--- src/rtl/delay_line_ctrl.sv ---
// Sequencer for a shift-register delay-line bank: derives clock_ena/sclr strobes from an
// upstream valid/ready stream and a downstream ready, and tracks real-sample occupancy.
module delay_line_ctrl #(
    parameter int unsigned DELAY = 300,
    parameter int unsigned CNT_W = 9
) (
    input  logic             clock,
    input  logic             aclr,
    input  logic             flush_req,
    input  logic             drain_req,
    input  logic             in_valid,
    output logic             in_ready,
    input  logic             out_ready,
    output logic             out_valid,
    output logic             line_ena,
    output logic             line_sclr,
    output logic [CNT_W-1:0] fill_cnt,
    output logic [2:0]       state
);

    typedef enum logic [2:0] {
        StIdle  = 3'd0,
        StFill  = 3'd1,
        StRun   = 3'd2,
        StPad   = 3'd3,
        StDrain = 3'd4,
        StFlush = 3'd5
    } state_e;

    localparam logic [CNT_W-1:0] DelayC = CNT_W'(DELAY);
    localparam logic [CNT_W-1:0] OneC   = CNT_W'(1);

    state_e           r_state;
    state_e           w_state_nxt;
    logic [CNT_W-1:0] r_fill_cnt;
    logic [CNT_W-1:0] r_shift_cnt;
    logic [CNT_W-1:0] w_fill_nxt;
    logic [CNT_W-1:0] w_shift_nxt;
    logic [CNT_W-1:0] w_fill_inc;
    logic [CNT_W-1:0] w_shift_inc;
    logic             w_accept;

    always_ff @(posedge clock or posedge aclr) begin
        if (aclr) begin
            r_state     <= StIdle;
            r_fill_cnt  <= '0;
            r_shift_cnt <= '0;
        end else begin
            r_state     <= w_state_nxt;
            r_fill_cnt  <= w_fill_nxt;
            r_shift_cnt <= w_shift_nxt;
        end
    end

    always_comb begin
        in_ready  = 1'b0;
        line_ena  = 1'b0;
        out_valid = 1'b0;
        line_sclr = 1'b0;
        unique case (r_state)
            StIdle, StFill: begin
                in_ready = 1'b1;
                line_ena = in_valid;
            end
            // A shift in RUN both consumes and accepts, so occupancy stays full.
            StRun: begin
                in_ready  = out_ready;
                line_ena  = in_valid && out_ready;
                out_valid = 1'b1;
            end
            StPad: begin
                line_ena = 1'b1;
            end
            StDrain: begin
                line_ena  = out_ready;
                out_valid = 1'b1;
            end
            StFlush: begin
                line_sclr = 1'b1;
            end
            default: ;
        endcase
    end

    assign w_accept    = in_valid && in_ready;
    assign w_fill_inc  = r_fill_cnt + OneC;
    assign w_shift_inc = r_shift_cnt + OneC;

    always_comb begin
        w_state_nxt = r_state;
        w_fill_nxt  = r_fill_cnt;
        w_shift_nxt = r_shift_cnt;
        unique case (r_state)
            StIdle: begin
                if (w_accept) begin
                    w_fill_nxt  = OneC;
                    w_shift_nxt = OneC;
                    w_state_nxt = (DELAY == 1) ? StRun : StFill;
                end
            end
            StFill: begin
                if (w_accept) begin
                    w_fill_nxt  = w_fill_inc;
                    w_shift_nxt = w_shift_inc;
                    if (w_fill_inc == DelayC) begin
                        w_state_nxt = drain_req ? StDrain : StRun;
                    end else if (drain_req) begin
                        w_state_nxt = StPad;
                    end
                end else if (drain_req) begin
                    w_state_nxt = StPad;
                end
            end
            StRun: begin
                if (drain_req) begin
                    w_state_nxt = StDrain;
                end
            end
            // Zeros are pushed in until the oldest real sample reaches sig_out.
            StPad: begin
                w_shift_nxt = w_shift_inc;
                if (w_shift_inc == DelayC) begin
                    w_state_nxt = StDrain;
                end
            end
            StDrain: begin
                if (out_ready && (r_fill_cnt != '0)) begin
                    w_fill_nxt = r_fill_cnt - OneC;
                    if (r_fill_cnt == OneC) begin
                        w_shift_nxt = '0;
                        w_state_nxt = StIdle;
                    end
                end
            end
            StFlush: begin
                w_fill_nxt  = '0;
                w_shift_nxt = '0;
                w_state_nxt = StIdle;
            end
            default: begin
                w_state_nxt = StIdle;
            end
        endcase
        if (flush_req && (r_state != StFlush)) begin
            w_state_nxt = StFlush;
        end
    end

    assign fill_cnt = r_fill_cnt;
    assign state    = r_state;

endmodule

--- config.mk ---
export PLATFORM = sky130hd
export DESIGN_NAME = delay_line_ctrl
export DESIGN_NICKNAME = d
export VERILOG_FILES = /design/src/rtl/delay_line_ctrl.sv
export SDC_FILE = /design/constraint.sdc
export NUM_CORES = 1
export LEC_CHECK = 0
export BUFFER_PORTS_ARGS = -buffer_cell sky130_fd_sc_hd__buf_4
export CAP_MARGIN = 40
export CELL_PAD_IN_SITES_DETAIL_PLACEMENT = 1
export CELL_PAD_IN_SITES_GLOBAL_PLACEMENT = 2
export CORE_MARGIN = 2
export CORE_UTILIZATION = 34
export CTS_CLUSTER_SIZE = 20
export DETAILED_ROUTE_END_ITERATION = 8
export PLACE_DENSITY = 0.82
export SLEW_MARGIN = 20
export SYNTH_ARGS = -nofsm -noshare
export SYNTH_HDL_FRONTEND = slang
export SYNTH_SLANG_ARGS = --single-unit
--- constraint.sdc ---
create_clock -name clock -period 2.3 [get_ports clock]
set_input_delay 0.115 -clock clock [delete_from_list [all_inputs] [get_ports clock]]
set_output_delay 0.115 -clock clock [all_outputs]
set_load 0.1 [all_outputs]
==> results of run 1 <==
## through the flow
| stage | hold slack (ns) | util, % | setup WS, ns | instances | power (mW) |
|---|---|---|---|---|---|
| 5_1_grt | 0.1396 | 44.28 | 0.009562 | 340 | 3.951 |
| 6_report | 0.1141 | 44.28 | 0.1415 | 340 | 3.693 |
| 4_1_cts | 0.1132 | 44.04 | 0.1082 | 340 | 3.684 |
| 3_5_place_dp | 0.1818 | 42.96 | 0.1159 | 335 | 3.406 |
| 3_3_place_gp | 0.3623 | 42.67 | 0.2177 | 334 | 3.354 |
| 2_1_floorplan | 0.09103 | - | 0.008211 | 239 | 2.708 |
## state kept, by name, summed over array words and instances, names as in the netlist
register	count
fill_cnt	9
r_shift_cnt	9
state	3
## critical path, cell delays in order (launching register included)
cell and delay, ns:
dfrtp_4 0.50, nor4_4 0.35, nand2_2 0.13, o41ai_4 0.48
nand2_4 0.15, a2111o_1 0.41, nand3_1 0.08
## Yosys cell counts (2+ instances only)
cell type   n
dfrtp_1    21
o22ai_1     4
a32o_1      2
or2_2       2
xnor2_1     3
nand2_1    34
a22o_1      5
buf_2       2
a221oi_1    5
nand4b_1    3
nand3_1    19
a211oi_1    2
ha_1        7
mux2i_1     2
o211ai_1    3
nor4_1      6
inv_1       8
nor2_1     21
a21oi_1    16
nor2b_1     4
a31oi_1     3
o21ai_0    12
a211o_1     3
o2bb2ai_1   3
a22oi_1     4
nor4b_1     2
buf_6       2
a221o_1     2
nor3_1      5
nand2b_1    2
clkbuf_1    8
## power groups by stage
stage / Combinational (mW) / Clock [mW] / Sequential (mW)
finish: 2.74 / 0.262 / 0.687
global route: 2.95 / 0.289 / 0.714
CTS: 2.72 / 0.275 / 0.686
detailed placement: 2.71 / 0 / 0.694
global placement: 2.67 / 0 / 0.681
floorplan: 1.52 / 0 / 1.19
## path summary, 6_finish.rpt
check	to	startpoint	cells past startpoint
min in group asynchronous	fill_cnt[5]	aclr	3
max	state[0]	fill_cnt[5]	6
min	state[0]	flush_req	3
max reg2reg	state[0]	fill_cnt[5]	6
max in group asynchronous	fill_cnt[0]	aclr	4
min reg2reg	r_shift_cnt[1]	r_shift_cnt[1]	2
## kinds of logic after synthesis
group                      Yosys count
xor gates and xnor gates             3
DFF                                 21
AOI/OAI and AO/OA                   74
buffers and inverters               23
muxes                                2
and+or+nand+nor                    109
adders and majority gates            7
## metal layers
metal  global-route usage (%)  wire length [µm]
met1                    32.59              3074
met5                        0                 0
met3                    3.333               258
met4                    3.333                68
met2                    29.66              2607
## area by class of cell
type                    count  area (µm²)  area share, %
multi-input cells         195        1272          55.21
flip-flops and latches     21       546.8          23.72
clock buffers               3       41.29          1.792
well taps                  70       87.58          3.800
repair buffers             41       317.8          13.79
clock inverters             1       5.005         0.2172
inverters                   9       33.78          1.466
## cells in the final DEF (no fill, tap or decap), types with 2 or more instances in the layout
| master | instances |
|---|---|
| mux2i_1 | 2 |
| nor2_1 | 19 |
| ha_1 | 7 |
| nand2b_1 | 2 |
| nor4_1 | 6 |
| a221oi_1 | 5 |
| buf_4 | 39 |
| a211oi_1 | 2 |
| a22oi_1 | 4 |
| clkbuf_8 | 3 |
| nand3_1 | 19 |
| nand4b_1 | 3 |
| a21oi_2 | 2 |
| dfrtp_1 | 10 |
| o22ai_1 | 3 |
| inv_1 | 8 |
| a221o_1 | 2 |
| o21ai_0 | 12 |
| a211o_1 | 3 |
| a31oi_1 | 3 |
| a21oi_1 | 14 |
| a32o_1 | 2 |
| xnor2_1 | 3 |
| dfrtp_4 | 3 |
| a22o_1 | 5 |
| nor3_1 | 5 |
| o211ai_1 | 3 |
| or2_2 | 2 |
| o2bb2ai_1 | 3 |
| nor2_4 | 2 |
| dfrtp_2 | 8 |
| nor2b_1 | 4 |
| nand2_1 | 34 |
| nor4b_1 | 2 |
## what timing repair did
item	4_1_cts	5_1_grt
resized for setup	0	2
endpoints found under the hold margin	10	0
hold buffers	1	0
setup endpoints to repair	0	3
==> impl_metrics.ini, run 1 <==
[run_status]
status = finished clean

[pwr]
sequentialPowerShare_pct = 18.6
peakVddDrop_uv = 771.9
p_leak_nw = 0.9428
switchingPower_mw = 2.266
comb_power_share_pct = 74.3
p_clk_share_pct = 7.1
power.internal_mw = 1.427
power_density_mw_per_mm2 = 1602
p_sw_share_pct = 61.36

[finish]
layout.nets = 284
final_area_mm2 = 0.002305
synthToLayoutAreaGrowth_pct = 23.38
layout-drive-gt1-share_pct = 26.30
diodes = 0
fill_cells = 666

[synthesis]
syn-num-nets = 252
syn_area_mm2 = 0.001868
synth_adder_area_share_pct = 4.689
synth_warnings = 0
syn_avg_cell_area_um2 = 7.816
synthSimpleGateAreaFrac_pct = 29.94
synth_top_family_by_area = simple AND/OR/NAND/NOR gates
synth_area_leader_cell = dfrtp_1
synth-compound-area-share_pct = 29.00
yosysSeqAreaShare_pct = 28.13
synth_mux_area_share_pct = 1.072
synthFlopType = dfrtp_1
synth_top_cell_area_share_pct = 28.13
synth_xor_area_share_pct = 1.407
syn_inst = 239
synth-seq-cells = 21
ys_types = 55
synth_area_leaders = dfrtp_1 28%, nand2_1 6.8%, nand3_1 5.1%
async_flop_share_pct = 100.0
synth_edf_count = 0

[route]
dr.pass1.iters = 4
drc = 0
post_drt_wl_per_cell_um = 17.67
wl_mm = 6.008
viasPerCell = 5.826
via_count = 1981
antenna_left = 0
drt_iter0_drc = 156

[sta]
rsz0062_at_grt = false
hold_viol_final = 0
fmax_mhz = 463.3
worst_pin_slew_ns = 0.5134
period_needed_ns = 2.158
finalCritPeriodShare_pct = 93.85
setup_viol = 0
max-slew-margin-rel_pct = 65.51
clock_skew_ns = 0.009136
slew_viol_final = 0
setup_tns_ns = 0

[clocking]
cts.path.max_buffers = 2
cts_setup_buffers = 0
cts_num_sinks = 21
clock_latency_ns = 0.27
cts_root_buf = clkbuf_8
cts_tree = built
path_clk_slew_ns = 0.09
htree_levels = 1
cts-buffers-inserted = 3

[worst_setup_path]
arrival_ns = 2.37
worstPathMaxFanout = 7
required_ns = 2.51
ff2ff_setup_slack_ns = 0.14
critPathLaunchType = flop
end_kind = flop
critPathKind = flop to flop

[floorplan]
core_area_mm2 = 0.005205
die_w_um = 78.13
die_area_mm2 = 0.006104
initial_utilization_pct = 35.89
core.rowCount = 26
dieHeight_um = 78.13
io_pins = 22

[placement]
place_hpwl_mm = 4.405
port_buffers = 21
gp_congestion = 0.7695
place_area_mm2 = 0.002236

[global_route]
grt_overflow = 0
grt_pass1_wl_mm = 10.10
grt_max_degree = 20
grt_pass1_vias = 1849
antenna_found_initial = 0
track_usage_pct = 20.64

[run]
maxCapViolations = 0

[min_path]
hp-class = primary input to flop
(Power assumes the default switching activity.)
==> run 2: changes to the inputs <==
Settings changed: REMOVE_ABC_BUFFERS from default to 1.
==> run 2 against run 1 <==
Worst setup slack better by 0.016 ns. Utilization barely moved. Die area did not move. Design area down 0.11%. Fmax rose by 0.73%. Critical path type unchanged. Critical endpoint unchanged. Largest cell class unchanged. Largest power group unchanged.
==> impl_metrics.ini, run 2 (same netlist as run 1, synthesis figures left out) <==
[run_status]
status = finished clean

[global_route]
antenna_found_initial = 0
grt_pass1_wl_mm = 10.26
grt_pass1_vias = 1972
track_usage_pct = 21.07
grt_max_degree = 16
grt_overflow = 0

[floorplan]
core_area_mm2 = 0.005205
dieHeight_um = 78.13
die_w_um = 78.13
core.rowCount = 26
die_area_mm2 = 0.006104
initial_utilization_pct = 35.89
io_pins = 22

[finish]
final_area_mm2 = 0.002302
fill_cells = 660
layout-drive-gt1-share_pct = 21.90
layout.nets = 288
layout_common_cells = 43 x buf_4, 34 x nand2_1, 21 x nor2_1, 21 x dfrtp_1, 19 x nand3_1
final_util_pct = 44.23
layout.cells.non_filler = 344
diodes = 0
layout_commonest_cell = buf_4
synthToLayoutAreaGrowth_pct = 23.24

[clocking]
clock_latency_ns = 0.27
cts_setup_buffers = 0
cts.path.max_buffers = 2
cts_num_sinks = 21
path_clk_slew_ns = 0.09
cts-buffers-inserted = 3
cts_root_buf = clkbuf_8
cts_tree = built
htree_levels = 1

[sta]
fmax_mhz = 466.6
rsz0062_at_grt = false
slew_viol_final = 0
finalCritPeriodShare_pct = 93.17
clock_skew_ns = 0.006278
setup_tns_ns = 0
hold_viol_final = 0
setup_viol = 0
setup_slack_ns = 0.1571
worst_pin_slew_ns = 0.4568
max-slew-margin-rel_pct = 69.44
period_needed_ns = 2.143
whs_ns = 0.1296

[worst_setup_path]
crit_buf_inv = 0
crit_slowest_cell = dfrtp_1
worstPathMaxFanout = 9
crit_chain = nor4_4 > nand2_2 > o41ai_4 > nand2_4 > a2111o_1 > nand3_1
end_kind = flop
r2r_cells = 6
critPathTopFamily = compound AO/OA/AOI/OAI gates
critPathKind = flop to flop
critPathLaunchType = flop
crit_cells = 6
arrival_ns = 2.35
critPathMaxStageDelay_ns = 0.50
required_ns = 2.50

[route]
via_count = 2022
drt_iter0_drc = 86
drc = 0
post_drt_wl_per_cell_um = 17.78
wl_mm = 6.115
viasPerCell = 5.878
antenna_left = 0
dr.pass1.iters = 4

[min_path]
hp-class = primary input to flop
whs_path_depth = 3

[placement]
gp_congestion = 0.7910
place_hpwl_mm = 4.633
dp_slack_ns = 0.1557
port_buffers = 21
dp_cells = 339
place_area_mm2 = 0.002232

[pwr]
peakVddDrop_uv = 894.0
comb_power_share_pct = 76.3
sequentialPowerShare_pct = 16.8
power.internal_mw = 1.437
switchingPower_mw = 2.265
power_density_mw_per_mm2 = 1608
p_clk_share_pct = 7.0
p_sw_share_pct = 61.18
total_power_mw = 3.702
p_leak_nw = 0.9794

[run]
maxCapViolations = 0
## run 2: cell count changes in the layout (fill, tap and decap cells not counted), moves of 2 or more
cell and delta:
dfrtp_1 +11, nor2_1 +2, nor2_4 -2, dfrtp_2 -8, buf_4 +4, a21oi_2 -2
dfrtp_4 -3, a21oi_1 +2
## run 2: cell type report
type	count	area (µm²)	area share, %
multi-input cells	195	1249	54.24
well taps	70	87.58	3.804
clock buffers	3	41.29	1.793
flip-flops and latches	21	525.5	22.83
inverters	9	33.78	1.467
clock inverters	1	5.005	0.2174
repair buffers	45	360.3	15.65
## run 2: path summary, 6_finish.rpt
| check | from | to | slack [ns] |
|---|---|---|---|
| min | flush_req | state[0] | 0.13 |
| min reg2reg | fill_cnt[1] | fill_cnt[1] | 0.58 |
| max | fill_cnt[4] | state[0] | 0.16 |
| max in group asynchronous | aclr | state[1] | 1.47 |
| max reg2reg | fill_cnt[4] | state[0] | 0.16 |
| min in group asynchronous | aclr | fill_cnt[3] | 0.39 |
## run 2: worst register-to-register path, cell delays in order, from the launching register on
cell,delay [ns]
dfrtp_1,0.50
nor4_4,0.37
nand2_2,0.13
o41ai_4,0.40
nand2_4,0.17
a2111o_1,0.43
nand3_1,0.09
## run 2: repair_timing
action | 4_1_cts | 5_1_grt
hold endpoints to repair | 6 | 0
gates resized for setup | 0 | 2
hold buffers | 1 | 0
endpoints found under the setup margin | 0 | 2
## run 2: per-layer routing
metal | up-vias | part of all wire (%) | global-route usage (%) | wire length, µm
met3 | 5 | 3.9 | 1.839 | 239
li1 | 963 | - | - | -
met4 | 0 | 0.77 | 6.667 | 47
met1 | 1015 | 51 | 32.12 | 3114
met2 | 39 | 44 | 31.21 | 2713
met5 | - | 0 | 0 | 0
## run 2: power groups by stage
stage               registers, mW  clock network [mW]  logic [mW]
finish                      0.620               0.258        2.82
CTS                         0.620               0.264        2.81
detailed placement          0.627                   0        2.79
global placement            0.620                   0        2.77
global route                0.639               0.284        3.03
floorplan                    1.26                   0        1.29
==> run 3: changes to the inputs <==
Settings changed: CORE_ASPECT_RATIO from default to 0.8.
==> run 3 against run 2 <==
First-iteration DRC count increased by 80%. Final cell count decreased by 2.9%. Largest power group unchanged. Worst setup slack got worse by 0.045 ns. Sequential power increased by 3%. Highest routed layer unchanged.
==> impl_metrics.ini, run 3 (same netlist as run 1, synthesis figures left out) <==
[clocking]
cts_tree = built
cts_num_sinks = 21
htree_levels = 1
cts.path.max_buffers = 2
cts_root_buf = clkbuf_8
cts-buffers-inserted = 3
path_clk_slew_ns = 0.09
clock_latency_ns = 0.27
cts_setup_buffers = 0

[placement]
dp_slack_ns = 0.09907
place_hpwl_mm = 4.737
gp_congestion = 0.8666
place_area_mm2 = 0.002161
dp_cells = 328
port_buffers = 21

[worst_setup_path]
required_ns = 2.50
crit_buf_inv = 0
end_kind = flop
critPathTopFamily = compound AO/OA/AOI/OAI gates
r2r_cells = 6
crit_chain = nor4_4 > nand2_2 > o41ai_4 > nand2_4 > a2111o_1 > nand3_1
reg2reg_from = fill_cnt[4]
cp-startpoint = fill_cnt[4]
critPathKind = flop to flop
crit_cells = 6
critPathMaxStageDelay_ns = 0.48
crit_slowest_cell = dfrtp_1
worstPathMaxFanout = 7
arrival_ns = 2.39
critPathLaunchType = flop

[sta]
hold_viol_final = 0
finalCritPeriodShare_pct = 95.14
rsz0062_at_grt = true
period_needed_ns = 2.188
setup_slack_ns = 0.1117
clock_skew_ns = 0.007168
setup_viol = 0
whs_ns = 0.1553
fmax_mhz = 457.0
setup_tns_ns = 0
max-slew-margin-rel_pct = 63.18
worst_pin_slew_ns = 0.5480
slew_viol_final = 0

[finish]
layout.nets = 283
layout-drive-gt1-share_pct = 20.07
layout_common_cells = 38 x buf_4, 34 x nand2_1, 21 x nor2_1, 21 x dfrtp_1, 19 x nand3_1
layout.cells.non_filler = 334
final_util_pct = 41.41
synthToLayoutAreaGrowth_pct = 19.16
final_area_mm2 = 0.002226
diodes = 0
layout.area.seq_um2 = 525.5
multiInputGateArea_mm2 = 0.001240
layout_commonest_cell = buf_4
fill_cells = 658

[floorplan]
core.rowCount = 24
dieHeight_um = 70.30
io_pins = 22
core_area_mm2 = 0.005375
die_area_mm2 = 0.006107
initial_utilization_pct = 34.75
die_w_um = 86.87

[pwr]
peakVddDrop_uv = 546.0
switchingPower_mw = 2.255
p_leak_nw = 0.9408
power_density_mw_per_mm2 = 1632
p_clk_share_pct = 7.2
p_sw_share_pct = 62.05
power.internal_mw = 1.379
total_power_mw = 3.634
sequentialPowerShare_pct = 17.5
comb_power_share_pct = 75.3

[global_route]
grt_pass1_wl_mm = 10.42
track_usage_pct = 21.80
grt_max_degree = 22
grt_pass1_vias = 1895
grt_overflow = 0
antenna_found_initial = 0

[route]
viasPerCell = 5.919
via_count = 1977
wl_mm = 6.387
drt_iter0_drc = 155
drc = 0
antenna_left = 0
dr.pass1.iters = 4
post_drt_wl_per_cell_um = 19.12

[run_status]
status = finished clean

[min_path]
hold_path.startpoint = drain_req
hp-class = primary input to flop
whs_path_depth = 3

[run]
maxCapViolations = 0
[run 3: changes by cell type in the layout (fill, tap and decap cells not counted), sizes merged]
cell	previous run	this run
clkinv	2	1
clkbuf	3	4
buf	44	39
[run 3: cell type report]
type | count | share of cell area [%]
tap | 65 | 3.654
inverter | 9 | 1.518
multi-input combinational | 195 | 55.71
timing repair buffer | 40 | 13.49
sequential | 21 | 23.61
clock buffer | 4 | 2.024
[run 3: per-layer routing]
| metal | routed length, µm | vias up | global-route usage, % | share of wire [%] |
|---|---|---|---|---|
| met5 | 0 | - | 0 | 0 |
| met4 | 14 | 0 | 2.083 | 0.22 |
| met2 | 2717 | 44 | 30.96 | 43 |
| li1 | - | 952 | - | - |
| met1 | 3380 | 979 | 35.30 | 53 |
| met3 | 274 | 2 | 3.428 | 4.3 |
[run 3: worst min-delay path: stages]
cell and delay [ns]:
buf_4 0.13, nand3_1 0.07, a221oi_1 0.07
[run 3: power by group through the flow]
stage               Sequential, mW  Clock, mW  Combinational [mW]
finish                       0.636      0.263                2.73
global route                 0.658      0.281                2.92
CTS                          0.638      0.269                2.71
detailed placement           0.645          0                2.70
global placement             0.640          0                2.68
floorplan                     1.26          0                1.29
[run 3: worst paths after layout]
path                                       end  slack (ns)
worst max-delay path                  state[0]        0.11
worst min-delay path                  state[2]        0.16
worst max register to register        state[0]        0.11
worst min register to register  r_shift_cnt[1]        0.58
max in group asynchronous          fill_cnt[8]        1.59
min in group asynchronous             state[0]        0.45
[run 3: repair_timing]
action,in CTS,in global routing
hold buffers,1,0
endpoints found under the setup margin,0,4
gates resized for setup,0,1
hold endpoints to repair,21,0
